File: config.mk
export PLATFORM = sky130hd
export DESIGN_NAME = cu_multicycle
export DESIGN_NICKNAME = d
export VERILOG_FILES = /design/src/rtl/cu_pkg.sv /design/src/rtl/cu_alu_dec.sv /design/src/rtl/cu_multicycle.sv
export SDC_FILE = /design/constraint.sdc
export NUM_CORES = 1
export LEC_CHECK = 0
export CAP_MARGIN = 0
export CORE_UTILIZATION = 30
export CTS_BUF_LIST = sky130_fd_sc_hd__clkbuf_8
export DETAILED_ROUTE_END_ITERATION = 8
export GPL_ROUTABILITY_DRIVEN = 0
export PLACE_DENSITY = 0.58
export SLEW_MARGIN = 40
export SYNTH_ARGS = -nofsm -noshare
export SYNTH_HDL_FRONTEND = slang
export SYNTH_SLANG_ARGS = --single-unit
File: constraint.sdc
create_clock -name clk -period 7.7 [get_ports clk]
set_input_delay 1.925 -clock clk [delete_from_list [all_inputs] [get_ports clk]]
set_output_delay 1.925 -clock clk [all_outputs]
set_load 0.01 [all_outputs]
File: src/rtl/cu_pkg.sv
// Shared types and encodings for the multi-cycle RV32I-subset control unit.
package cu_pkg;

  typedef enum logic [3:0] {
    FETCH    = 4'd0,
    DECODE   = 4'd1,
    EXEC_R   = 4'd2,
    EXEC_I   = 4'd3,
    MEM_ADDR = 4'd4,
    MEM_RD   = 4'd5,
    MEM_WR   = 4'd6,
    WB_ALU   = 4'd7,
    WB_MEM   = 4'd8,
    BRANCH   = 4'd9,
    JAL      = 4'd10,
    LUI      = 4'd11,
    TRAP     = 4'd12
  } state_e;

  typedef enum logic [3:0] {
    ALU_ADD  = 4'd0,
    ALU_SUB  = 4'd1,
    ALU_AND  = 4'd2,
    ALU_OR   = 4'd3,
    ALU_XOR  = 4'd4,
    ALU_SLT  = 4'd5,
    ALU_SLL  = 4'd6,
    ALU_SRL  = 4'd7,
    ALU_SRA  = 4'd8,
    ALU_SLTU = 4'd9
  } alu_op_e;

  localparam logic [6:0] OP_R      = 7'b0110011;
  localparam logic [6:0] OP_I      = 7'b0010011;
  localparam logic [6:0] OP_LOAD   = 7'b0000011;
  localparam logic [6:0] OP_STORE  = 7'b0100011;
  localparam logic [6:0] OP_BRANCH = 7'b1100011;
  localparam logic [6:0] OP_JAL    = 7'b1101111;
  localparam logic [6:0] OP_LUI    = 7'b0110111;

  localparam logic       ADDR_PC       = 1'b0;
  localparam logic       ADDR_ALUOUT   = 1'b1;
  localparam logic       PC_SRC_ALU    = 1'b0;
  localparam logic       PC_SRC_ALUOUT = 1'b1;

  localparam logic [1:0] SRC_A_PC    = 2'd0;
  localparam logic [1:0] SRC_A_OLDPC = 2'd1;
  localparam logic [1:0] SRC_A_RS1   = 2'd2;

  localparam logic [1:0] SRC_B_RS2  = 2'd0;
  localparam logic [1:0] SRC_B_IMM  = 2'd1;
  localparam logic [1:0] SRC_B_FOUR = 2'd2;

  localparam logic [2:0] IMM_I = 3'd0;
  localparam logic [2:0] IMM_S = 3'd1;
  localparam logic [2:0] IMM_B = 3'd2;
  localparam logic [2:0] IMM_J = 3'd3;
  localparam logic [2:0] IMM_U = 3'd4;

  localparam logic [1:0] RES_ALUOUT  = 2'd0;
  localparam logic [1:0] RES_MEMDATA = 2'd1;
  localparam logic [1:0] RES_PC      = 2'd2;
  localparam logic [1:0] RES_IMM     = 2'd3;

  localparam logic [1:0] CAUSE_NONE        = 2'd0;
  localparam logic [1:0] CAUSE_ILLEGAL     = 2'd1;
  localparam logic [1:0] CAUSE_MEM_TIMEOUT = 2'd2;

  // Control bundle driven toward the datapath each cycle.
  typedef struct packed {
    logic       mem_req;
    logic       mem_we;
    logic       addr_src;
    logic       ir_we;
    logic       pc_we;
    logic       pc_src;
    logic       reg_we;
    logic [1:0] alu_src_a;
    logic [1:0] alu_src_b;
    alu_op_e    alu_op;
    logic [2:0] imm_sel;
    logic [1:0] result_src;
  } ctrl_t;

  // States that stall on the shared memory port.
  function automatic logic is_mem_wait(input state_e s);
    return (s == FETCH) || (s == MEM_RD) || (s == MEM_WR);
  endfunction

  // States whose exit to FETCH completes an instruction.
  function automatic logic is_retiring(input state_e s);
    return (s == MEM_WR) || (s == WB_ALU) || (s == WB_MEM) ||
           (s == BRANCH) || (s == JAL) || (s == LUI);
  endfunction

endpackage

File: src/rtl/cu_alu_dec.sv
// ALU operation decoder for R-type and I-type arithmetic instructions.
module cu_alu_dec
  import cu_pkg::*;
(
  input  logic [2:0] funct3,
  input  logic       funct7_5,
  input  logic       is_rtype,
  output alu_op_e    alu_op
);

  // funct7[5] selects SUB only for register-register ops; for shifts it selects SRA
  always_comb begin
    alu_op = ALU_ADD;
    case (funct3)
      3'b000:  alu_op = (is_rtype && funct7_5) ? ALU_SUB : ALU_ADD;
      3'b001:  alu_op = ALU_SLL;
      3'b010:  alu_op = ALU_SLT;
      3'b011:  alu_op = ALU_SLTU;
      3'b100:  alu_op = ALU_XOR;
      3'b101:  alu_op = funct7_5 ? ALU_SRA : ALU_SRL;
      3'b110:  alu_op = ALU_OR;
      default: alu_op = ALU_AND;
    endcase
  end

endmodule

File: src/rtl/cu_multicycle.sv
// Multi-cycle control unit: sequences fetch/decode/execute/memory/write-back,
// with memory timeout and illegal-opcode trapping and a retired-instruction counter.
module cu_multicycle
  import cu_pkg::*;
#(
  parameter int unsigned ALUOP_W     = 4,
  parameter int unsigned CNT_W       = 32,
  parameter int unsigned MEM_TIMEOUT = 16
) (
  input  logic               clk,
  input  logic               reset,
  input  logic [31:0]        instr,
  input  logic               zero,
  input  logic               mem_ready,
  output logic               mem_req,
  output logic               mem_we,
  output logic               addr_src,
  output logic               ir_we,
  output logic               pc_we,
  output logic               pc_src,
  output logic [1:0]         alu_src_a,
  output logic [1:0]         alu_src_b,
  output logic [ALUOP_W-1:0] alu_op,
  output logic [2:0]         imm_sel,
  output logic [1:0]         result_src,
  output logic               reg_we,
  output logic               trap,
  output logic [1:0]         trap_cause,
  output logic [3:0]         state_o,
  output logic [CNT_W-1:0]   instret
);

  localparam int unsigned WAIT_W = (MEM_TIMEOUT < 2) ? 1 : $clog2(MEM_TIMEOUT);

  state_e             state_q, state_d;
  ctrl_t              ctrl;
  alu_op_e            dec_op;
  logic [1:0]         cause_q, cause_d;
  logic               trap_q;
  logic [WAIT_W-1:0]  wait_cnt;
  logic [CNT_W-1:0]   instret_q;
  logic               wait_last;
  logic               retire;
  logic [6:0]         opcode;
  logic [2:0]         funct3;
  logic               unused_instr;

  assign opcode       = instr[6:0];
  assign funct3       = instr[14:12];
  assign unused_instr = ^{instr[31], instr[29:15], instr[11:7]};

  // Final permitted stall cycle; a miss here times out, a hit still wins.
  assign wait_last = (wait_cnt == WAIT_W'(MEM_TIMEOUT - 1));
  assign retire    = (state_d == FETCH) && is_retiring(state_q);

  cu_alu_dec u_alu_dec (
    .funct3   (funct3),
    .funct7_5 (instr[30]),
    .is_rtype (state_q == EXEC_R),
    .alu_op   (dec_op)
  );

  always_ff @(posedge clk) begin
    if (!reset) begin
      state_q   <= FETCH;
      wait_cnt  <= '0;
      trap_q    <= 1'b0;
      cause_q   <= CAUSE_NONE;
      instret_q <= '0;
    end else begin
      state_q <= state_d;
      trap_q  <= (state_d == TRAP);
      cause_q <= cause_d;
      if (state_d != state_q) begin
        wait_cnt <= '0;
      end else if (is_mem_wait(state_q) && !mem_ready) begin
        wait_cnt <= wait_cnt + WAIT_W'(1);
      end
      if (retire) begin
        instret_q <= instret_q + CNT_W'(1);
      end
    end
  end

  always_comb begin
    state_d      = state_q;
    cause_d      = cause_q;
    ctrl         = '0;
    ctrl.alu_op  = ALU_ADD;

    case (state_q)
      FETCH: begin
        ctrl.mem_req   = 1'b1;
        ctrl.addr_src  = ADDR_PC;
        ctrl.alu_src_a = SRC_A_PC;
        ctrl.alu_src_b = SRC_B_FOUR;
        ctrl.ir_we     = mem_ready;
        ctrl.pc_we     = mem_ready;
        if (mem_ready) begin
          state_d = DECODE;
        end else if (wait_last) begin
          state_d = TRAP;
          cause_d = CAUSE_MEM_TIMEOUT;
        end
      end

      // Branch target is computed speculatively into ALUOUT while decoding.
      DECODE: begin
        ctrl.alu_src_a = SRC_A_OLDPC;
        ctrl.alu_src_b = SRC_B_IMM;
        ctrl.imm_sel   = IMM_B;
        case (opcode)
          OP_R:              state_d = EXEC_R;
          OP_I:              state_d = EXEC_I;
          OP_LOAD, OP_STORE: state_d = MEM_ADDR;
          OP_JAL:            state_d = JAL;
          OP_LUI:            state_d = LUI;
          OP_BRANCH: begin
            if (funct3 == 3'b000 || funct3 == 3'b001) begin
              state_d = BRANCH;
            end else begin
              state_d = TRAP;
              cause_d = CAUSE_ILLEGAL;
            end
          end
          default: begin
            state_d = TRAP;
            cause_d = CAUSE_ILLEGAL;
          end
        endcase
      end

      EXEC_R: begin
        ctrl.alu_src_a = SRC_A_RS1;
        ctrl.alu_src_b = SRC_B_RS2;
        ctrl.alu_op    = dec_op;
        state_d        = WB_ALU;
      end

      EXEC_I: begin
        ctrl.alu_src_a = SRC_A_RS1;
        ctrl.alu_src_b = SRC_B_IMM;
        ctrl.imm_sel   = IMM_I;
        ctrl.alu_op    = dec_op;
        state_d        = WB_ALU;
      end

      MEM_ADDR: begin
        ctrl.alu_src_a = SRC_A_RS1;
        ctrl.alu_src_b = SRC_B_IMM;
        ctrl.imm_sel   = (opcode == OP_STORE) ? IMM_S : IMM_I;
        state_d        = (opcode == OP_STORE) ? MEM_WR : MEM_RD;
      end

      MEM_RD: begin
        ctrl.mem_req  = 1'b1;
        ctrl.addr_src = ADDR_ALUOUT;
        if (mem_ready) begin
          state_d = WB_MEM;
        end else if (wait_last) begin
          state_d = TRAP;
          cause_d = CAUSE_MEM_TIMEOUT;
        end
      end

      MEM_WR: begin
        ctrl.mem_req  = 1'b1;
        ctrl.mem_we   = 1'b1;
        ctrl.addr_src = ADDR_ALUOUT;
        if (mem_ready) begin
          state_d = FETCH;
        end else if (wait_last) begin
          state_d = TRAP;
          cause_d = CAUSE_MEM_TIMEOUT;
        end
      end

      WB_ALU: begin
        ctrl.reg_we     = 1'b1;
        ctrl.result_src = RES_ALUOUT;
        state_d         = FETCH;
      end

      WB_MEM: begin
        ctrl.reg_we     = 1'b1;
        ctrl.result_src = RES_MEMDATA;
        state_d         = FETCH;
      end

      // funct3[0] inverts the sense of zero: BEQ takes on zero, BNE on non-zero.
      BRANCH: begin
        ctrl.alu_src_a = SRC_A_RS1;
        ctrl.alu_src_b = SRC_B_RS2;
        ctrl.alu_op    = ALU_SUB;
        ctrl.pc_src    = PC_SRC_ALUOUT;
        ctrl.pc_we     = zero ^ funct3[0];
        state_d        = FETCH;
      end

      JAL: begin
        ctrl.imm_sel    = IMM_J;
        ctrl.alu_src_a  = SRC_A_OLDPC;
        ctrl.alu_src_b  = SRC_B_IMM;
        ctrl.pc_src     = PC_SRC_ALU;
        ctrl.pc_we      = 1'b1;
        ctrl.reg_we     = 1'b1;
        ctrl.result_src = RES_PC;
        state_d         = FETCH;
      end

      LUI: begin
        ctrl.imm_sel    = IMM_U;
        ctrl.reg_we     = 1'b1;
        ctrl.result_src = RES_IMM;
        state_d         = FETCH;
      end

      TRAP: state_d = TRAP;

      default: state_d = FETCH;
    endcase

    // While reset is held no request or write may reach memory or the register file.
    if (!reset) begin
      ctrl.mem_req = 1'b0;
      ctrl.mem_we  = 1'b0;
      ctrl.ir_we   = 1'b0;
      ctrl.pc_we   = 1'b0;
      ctrl.reg_we  = 1'b0;
    end
  end

  assign mem_req    = ctrl.mem_req;
  assign mem_we     = ctrl.mem_we;
  assign addr_src   = ctrl.addr_src;
  assign ir_we      = ctrl.ir_we;
  assign pc_we      = ctrl.pc_we;
  assign pc_src     = ctrl.pc_src;
  assign alu_src_a  = ctrl.alu_src_a;
  assign alu_src_b  = ctrl.alu_src_b;
  assign alu_op     = ALUOP_W'(ctrl.alu_op);
  assign imm_sel    = ctrl.imm_sel;
  assign result_src = ctrl.result_src;
  assign reg_we     = ctrl.reg_we;
  assign trap       = trap_q;
  assign trap_cause = cause_q;
  assign state_o    = state_q;
  assign instret    = instret_q;

endmodule

* After elaboration in Yosys (flattened, before gate mapping)
Cells that the tools add are included.
Storage, ports and cells: register bits after elaboration 43, input port bits 36
Cells by class: mux-type cells 31, $add $sub $neg 2, equality and inequality tests 32, bitwise logic cells 2, reduce and logical (&&, ||, !) cells 27
Operators with widths (count):
- case mux 4 bit (7 select lines) | 2
- adder 32 x 1 -> 32 bit, second input constant | 1
- == test 4 bit, second input constant | 7
- case mux 4 bit (6 select lines) | 1
- == test 7 x 6 -> 1 bit, second input constant | 3
- 2-to-1 mux 4 bit | 5
- == test 4 x 3 -> 1 bit, second input constant | 4
- case mux 4 bit (4 select lines) | 1
- == test 7 bit, second input constant | 2
- OR reduction 2 bit | 7
- 2-to-1 mux 2 bit | 6
- case mux 3 bit (4 select lines) | 1
- == test 3 bit, second input constant | 3
- 2-to-1 mux 1 bit | 9
- == test 4 x 2 -> 1 bit, second input constant | 2
- zero test 4 bit | 2
- logical OR 1 bit | 8
- case mux 2 bit (2 select lines) | 2
- case mux 4 bit (2 select lines) | 1
- == test 7 x 2 -> 1 bit, second input constant | 1
- == test 7 x 5 -> 1 bit, second input constant | 1
- == test 3 x 2 -> 1 bit, second input constant | 2
- case mux 2 bit (3 select lines) | 1
- OR reduction 6 bit | 1
- other kinds (18) | 21

* Depth between registers and ports, before layout
Gate-level depths: netlist of the first run.
word-level depth 7, mapped depth 9, gate-level depth less buffers 7

* By module
Synthesis of the first run repeated with hierarchy kept, for this count alone.
Second synthesis, totals: cells, all modules 352, area, all modules 2728.9 um^2
Modules (own cells, without submodules):
- cu_multicycle | instances 1, cells each 339, sequential area each 860.8 um^2, area each 2623.8 um^2
- cu_alu_dec | instances 1, cells each 13, sequential area each 0.0 um^2, area each 105.1 um^2

* Least setup slack after synthesis of the first run
OpenSTA, ideal clock, no wires.
kind input to output, start input port instr[3], end output port imm_sel[0], stages on the path 4, arrival time 3443 ps, path slack 2332 ps, cells stage by stage or3_4 or4_1 or3_1 a21oi_1
On the way: cells in the longest elaborated chain, start to end 3
Ends and longest elaborated chain:
- start: declaration | line cu_multicycle.sv:12 | input logic [31:0] instr,
- == test 7 x 6 -> 1 bit | line cu_multicycle.sv:151 | ctrl.imm_sel = (opcode == OP_STORE) ? IMM_S : IMM_I;
- 2-to-1 mux 1 bit | line cu_multicycle.sv:151
- case mux 3 bit (4 select lines) | line cu_multicycle.sv:91 | case (state_q)
- end: declaration | line cu_multicycle.sv:24 | output logic [2:0] imm_sel,
Every way passes these cells.

* Worst setup path after layout of the first run
start input port instr[2], end output port imm_sel[0]
The elaborated chain is that of the path after synthesis.

==> flow_metrics.tcl, run 1 <==
set metrics [dict create \
    post-cts-setup-buffers 0 \
    relSlewSlack_pct 50.8 \
    place_hpwl_um 5350 \
    power_switching_mw 0.282 \
    critPathKind "input port to primary output" \
    yosysTopAreaCell "dfxtp_1" \
    p_leak_nw 1.11 \
    viasPerCell 5.26 \
    clkTransAtPathRegs_ns 0.10 \
    grt_pass1_wl_um 12200 \
    hold_buffers 0 \
    diodes 0 \
    worst_hold_path.num_cells 2 \
    r2r_slack_ns 4.82 \
    min_to "instret[6]$_SDFFE_PN0P_" \
    gr-total-overflow 0 \
    register_area_um2 861 \
    drt.antenna.violating_nets 0 \
    die_w_um 95.9 \
    cts_resized 0 \
    grt_pass1_vias 2524 \
    min_path_type "register to register" \
    synth_seq_area_share_pct 32.6 \
    p_sw_share_pct 37.7 \
    synth_common_cells "43 x dfxtp_1, 39 x nor2_1, 28 x a21oi_1" \
    comb_power_share_pct 39.6 \
    crit_arrival_ns 4.53 \
    timing.final.hold_violations 0 \
    p_seq_share_pct 36.5 \
    worstSkewPairLatency_ns 0.30 \
    syn_area_per_cell_um2 7.57 \
    crit_top_cell "clkdlybuf4s50_1" \
    critPathBufInv 2 \
    status "completed" \
    ios 95 \
    cts_made_buffers 5 \
    vias 2727 \
    dieArea_um2 9190 \
    wl_per_cell_um 14.1 \
    syn-cell-area_um2 2640 \
    worstPathRequired_ns 5.78 \
    power_density_nw_per_um2 210 \
    io_buffers 73 \
    cts-root-buf "clkbuf_8" \
    reg2reg_from "state_o[0]$_SDFF_PN0_" \
    initial_utilization_pct 31.5 \
    grt_max_degree 39 \
    drt_iter0_markers 143 \
    cts.sinks 43 \
    maxSlewViolCount 0 \
    async_flop_share_pct 0 \
    ys.warnings.count 0 \
    synthFlopType "dfxtp_1" \
    cts_max_level 2 \
    synth_fp_nets 387 \
    multiInputGateArea_um2 1660 \
    core-area_um2 8380 \
    power_frac_clock_pct 23.9 \
    drive_above_1_share_pct 4.60 \
    grt_usage_pct 16.9 \
    finalNetCount 450 \
    wirelength_um 7320 \
    cpMaxStageDelayCell "or4_1" \
    period_needed_ns 6.45 \
    synthCells 349 \
    synth_cell_types 48 \
    reg2reg_depth 6 \
    num_rows 33 \
    synthTopCellsByArea "dfxtp_1 33%, xnor2_1 6.3%, nor2_1 5.5%" \
    synth.most_common_cell "dfxtp_1" \
    internal_power_mw 0.465 \
    die_h_um 95.9 \
    ys_seq_elements 43 \
    cts_tree "built" \
    cts_max_path_buffers 2 \
    fin_crit_sh_pct 83.8 \
    tightestPinTransition_ns 0.737 \
    remaining_drc_errors 0 \
    finalSetupViolCount 0 \
    synth_edf_count 0 \
    cp_top_family "simple AND/OR/NAND/NOR gates" \
    nFillCells 889 \
    cap_violations 0 \
    crit_path_cell_trace "clkdlybuf4s50_1, or3_4, or4_1, or3_1, a21oi_1, clkdlybuf4s50_1" \
    min-delay-start "instret[6]$_SDFFE_PN0P_" \
    fin_skew_ns 0.0166 \
    r2r-end "instret[24]$_SDFFE_PN0P_" \
    syn_to_final_growth_pct 34.5 \
    rsz0062_at_grt "no" \
    crit_fanout 6 \
    critPathLaunchType "input port" \
    setup_slack_ns 1.25 \
    vdd_ir_drop_max_v 0.000111 \
    pre_cts_ws_ns 1.25 \
    finalSetupTns_ns 0 \
    end_kind "primary output" \
    fmax_mhz 155 \
    antenna_found_initial 0 \
    dr.pass1.iters 4 \
    critical-path-max-stage-delay_ns 0.57 \
    synth_top_area_share_pct 32.6 \
]
[per-stage QoR]
step	util, %	total power, mW	hold slack (ns)	instance area (um^2)	instances
2_1_floorplan	-	0.452	0.493	2640	349
3_3_place_gp	41.1	0.571	0.465	3440	510
3_5_place_dp	41.1	0.573	0.485	3440	510
4_1_cts	42.4	0.753	0.499	3550	518
5_1_grt	42.4	0.793	0.530	3550	518
6_report	42.4	0.746	0.493	3550	518
[cell usage in the layout, fill, tap and decap left out, drive strengths merged, types with 2 or more instances in the layout]
master / count
clkinv: 2
o21ai: 19
nor4b: 3
xor2: 5
clkbuf: 5
nand3b: 3
or3: 13
dfxtp: 43
mux2i: 4
and2: 3
nand2b: 7
and3: 6
xnor2: 19
a31o: 2
nand4: 7
nor2: 39
and4: 3
clkdlybuf4s50: 73
nor4: 11
a211oi: 3
a21oi: 28
a31oi: 5
nand3: 12
o31ai: 2
inv: 12
o22ai: 3
buf: 2
nor3b: 2
nor3: 17
ha: 2
nor2b: 10
nand2: 26
or2: 2
or4: 4
o211ai: 6
[worst reg2reg max path, delay by kind of cell, from the launching register on]
family	cells	cell delay (ns)
AND/OR/NAND/NOR	3	1.27
flip-flops	1	0.80
AO/OA/AOI/OAI	3	0.76
[flip-flops by register name (all words and copies together) (netlist names)]
name,cells
instret,32
wait_cnt,4
trap_cause,2
state_o,4
trap,1
[power by group through the flow]
stage	Combinational [mW]	Sequential (mW)	Clock (mW)
2_1_floorplan	0.199	0.253	0
3_3_place_gp	0.294	0.277	0
3_5_place_dp	0.296	0.278	0
4_1_cts	0.297	0.273	0.184
5_1_grt	0.324	0.277	0.192
6_report	0.295	0.272	0.179
[cell type report]
cell class	count	area share, %
clock buffer	5	1.94
clock inverter	3	1.23
inverter	12	1.27
multi-input combinational	275	46.7
sequential	43	24.2
tap	105	3.70
timing repair buffer	75	21.0
[metal layers]
metal  track usage (%)  vias to the layer above  share of wire [%]
met3              3.16                        6                4.7
met1              23.7                     1269                 49
li1                  -                     1380                  -
met4              4.85                        0               0.83
met5                 0                        -                  0
met2              26.1                       72                 45
[worst max path at each step]
stage / cells after the start / slack, ns / from / to
floorplan: 4 / 2.33 / instr[3] / imm_sel[0]
detailed placement: 6 / 1.25 / instr[2] / imm_sel[0]
global placement: 6 / 1.27 / instr[2] / imm_sel[0]
finish: 6 / 1.25 / instr[2] / imm_sel[0]
global route: 6 / 1.17 / instr[2] / imm_sel[0]
CTS: 6 / 1.25 / instr[2] / imm_sel[0]
[cell families after synthesis]
group / Yosys count / synth area share (%)
AO/OA/AOI/OAI: 74 / 17.4
XOR/XNOR: 24 / 7.95
flip-flops: 43 / 32.6
multiplexers: 4 / 1.52
adder cells (fa/ha/maj): 2 / 0.947
buffers and inverters: 31 / 4.69
AND/OR/NAND/NOR: 171 / 34.9
Power figures use the tool's default switching activity.
==> run 2, diff against run 1 <==
- clock period: 7.7 -> 6 ns (I/O delays scaled with it)
==> run 2 against run 1 <==
  * Sequential power is 28% higher
  * Cell count stayed put
  * Count of clock-buffer cells in the layout is 1 higher
  * Sequential cell count stayed put
  * Die area stayed put
  * Register-to-register slack worse by 1.8 ns
  * First-iteration DRC count is 20% higher
  * Clock power is 31% higher
  * Combinational power is 29% higher
  * Hold slack worse by 0.0093 ns
  * Global-route usage is 0.41 points lower
  * Largest cell class unchanged
==> flow_metrics.tcl, run 2 (same netlist as run 1, synthesis figures left out) <==
set metrics [dict create \
    status "completed" \
    post-route-util_pct 42.5 \
    period_needed_ns 5.59 \
    tightestPinTransition_ns 0.738 \
    wirelength_um 7290 \
    crit_top_cell "clkdlybuf4s50_1" \
    syn_to_final_growth_pct 34.7 \
    crit_path_cell_trace "clkdlybuf4s50_1, or3_4, or4_1, or3_1, a21oi_1, clkdlybuf4s50_1" \
    cp_top_family "simple AND/OR/NAND/NOR gates" \
    remaining_drc_errors 0 \
    grt_max_degree 35 \
    die_w_um 95.9 \
    viasPerCell 5.29 \
    grt_use_met1_pct 23.2 \
    grt_pass1_wl_um 11800 \
    clkTransAtPathRegs_ns 0.07 \
    finalNetCount 450 \
    setup_slack_ns 0.405 \
    gr-total-overflow 0 \
    cts_made_buffers 5 \
    worstPathRequired_ns 4.50 \
    grt-busiest-layer "met2" \
    vias 2738 \
    cts.sinks 43 \
    final_common_cell "clkdlybuf4s50_1" \
    critPathBufInv 2 \
    dieArea_um2 9190 \
    end_kind "primary output" \
    grt_usage_pct 16.4 \
    largest_reg_flops 32 \
    power_density_nw_per_um2 271 \
    antenna_found_initial 0 \
    pre_cts_ws_ns 0.405 \
    cts-root-buf "clkbuf_8" \
    diodes 0 \
    cpMaxStageDelayCell "or4_1" \
    cts_max_path_buffers 2 \
    initial_utilization_pct 31.5 \
    finalSetupViolCount 0 \
    fin_skew_ns 0.0105 \
    min_path_type "register to register" \
    fmax_mhz 179 \
    drive_above_1_share_pct 4.60 \
    dr.pass1.iters 4 \
    relSlewSlack_pct 50.8 \
    io_buffers 73 \
    p_leak_nw 1.11 \
    critical-path-max-stage-delay_ns 0.58 \
    nFillCells 858 \
    timing.final.hold_violations 0 \
    vdd_ir_drop_max_v 0.000149 \
    rsz0062_at_grt "no" \
    drt.antenna.violating_nets 0 \
    crit_arrival_ns 4.09 \
    r2r_slack_ns 3.07 \
    wl_per_cell_um 14.1 \
    worstSkewPairLatency_ns 0.30 \
    fin_crit_sh_pct 93.2 \
    met3_usage_pct 3.32 \
    final_cell_mix "73 x clkdlybuf4s50_1, 43 x dfxtp_1, 39 x nor2_1" \
    ios 95 \
    core-area_um2 8380 \
    post-cts-setup-buffers 0 \
    die_h_um 95.9 \
    cap_violations 0 \
    grt.met2_usage_pct 25.2 \
    p_total_mw 0.964 \
    grt_pass1_vias 2461 \
    place_hpwl_um 5350 \
    crit_fanout 6 \
    cts_max_level 2 \
    holdWs_ns 0.483 \
    finalSetupTns_ns 0 \
    hold_buffers 0 \
    drt_iter0_markers 172 \
    num_rows 33 \
    cts_resized 0 \
    critPathKind "input port to primary output" \
    critPathLaunchType "input port" \
    cts_tree "built" \
    maxSlewViolCount 0 \
]
-- run 2: report_power, final --
part	internal (mW)	switching, mW	total (mW)
Clock	0.135	0.101	0.235
Combinational	0.171	0.209	0.380
Sequential	0.301	0.0482	0.349
Total	0.607	0.357	0.964
-- run 2: layer usage --
layer / share of wire (%) / up-vias
met2: 44 / 48
met1: 51 / 1310
met4: 1.1 / 0
li1: - / 1373
met5: 0 / -
met3: 3.8 / 7
-- run 2: worst paths after layout --
kind                                                 start                          to  depth (start not counted)
worst max register to register       state_o[0]$_SDFF_PN0_    instret[28]$_SDFFE_PN0P_                          6
worst min register to register  trap_cause[0]$_SDFFE_PN0P_  trap_cause[0]$_SDFFE_PN0P_                          2
worst max-delay path                              instr[2]                  imm_sel[0]                          6
worst min-delay path            trap_cause[0]$_SDFFE_PN0P_  trap_cause[0]$_SDFFE_PN0P_                          2
-- run 2: stage by stage --
stage,area [um^2],cells
after floorplan,2640,349
after global placement,3440,510
after detailed placement,3440,510
after CTS,3560,518
after global routing,3560,518
final,3560,518
-- run 2: cell type report --
class                      count  area (um^2)  area share, %
multi-input combinational    275         1660           46.6
sequential                    43          861           24.2
timing repair buffer          75          746           21.0
tap                          105          131           3.69
clock buffer                   6         82.6           2.32
inverter                      12         45.0           1.27
clock inverter                 2         35.0          0.985
-- run 2: worst reg2reg max path, stage by stage (launching register included) --
cell	delay [ns]
dfxtp_1	0.80
nor2b_1	0.26
a32oi_1	0.33
o211ai_1	0.31
or4_1	0.64
or3_1	0.40
a21oi_1	0.14
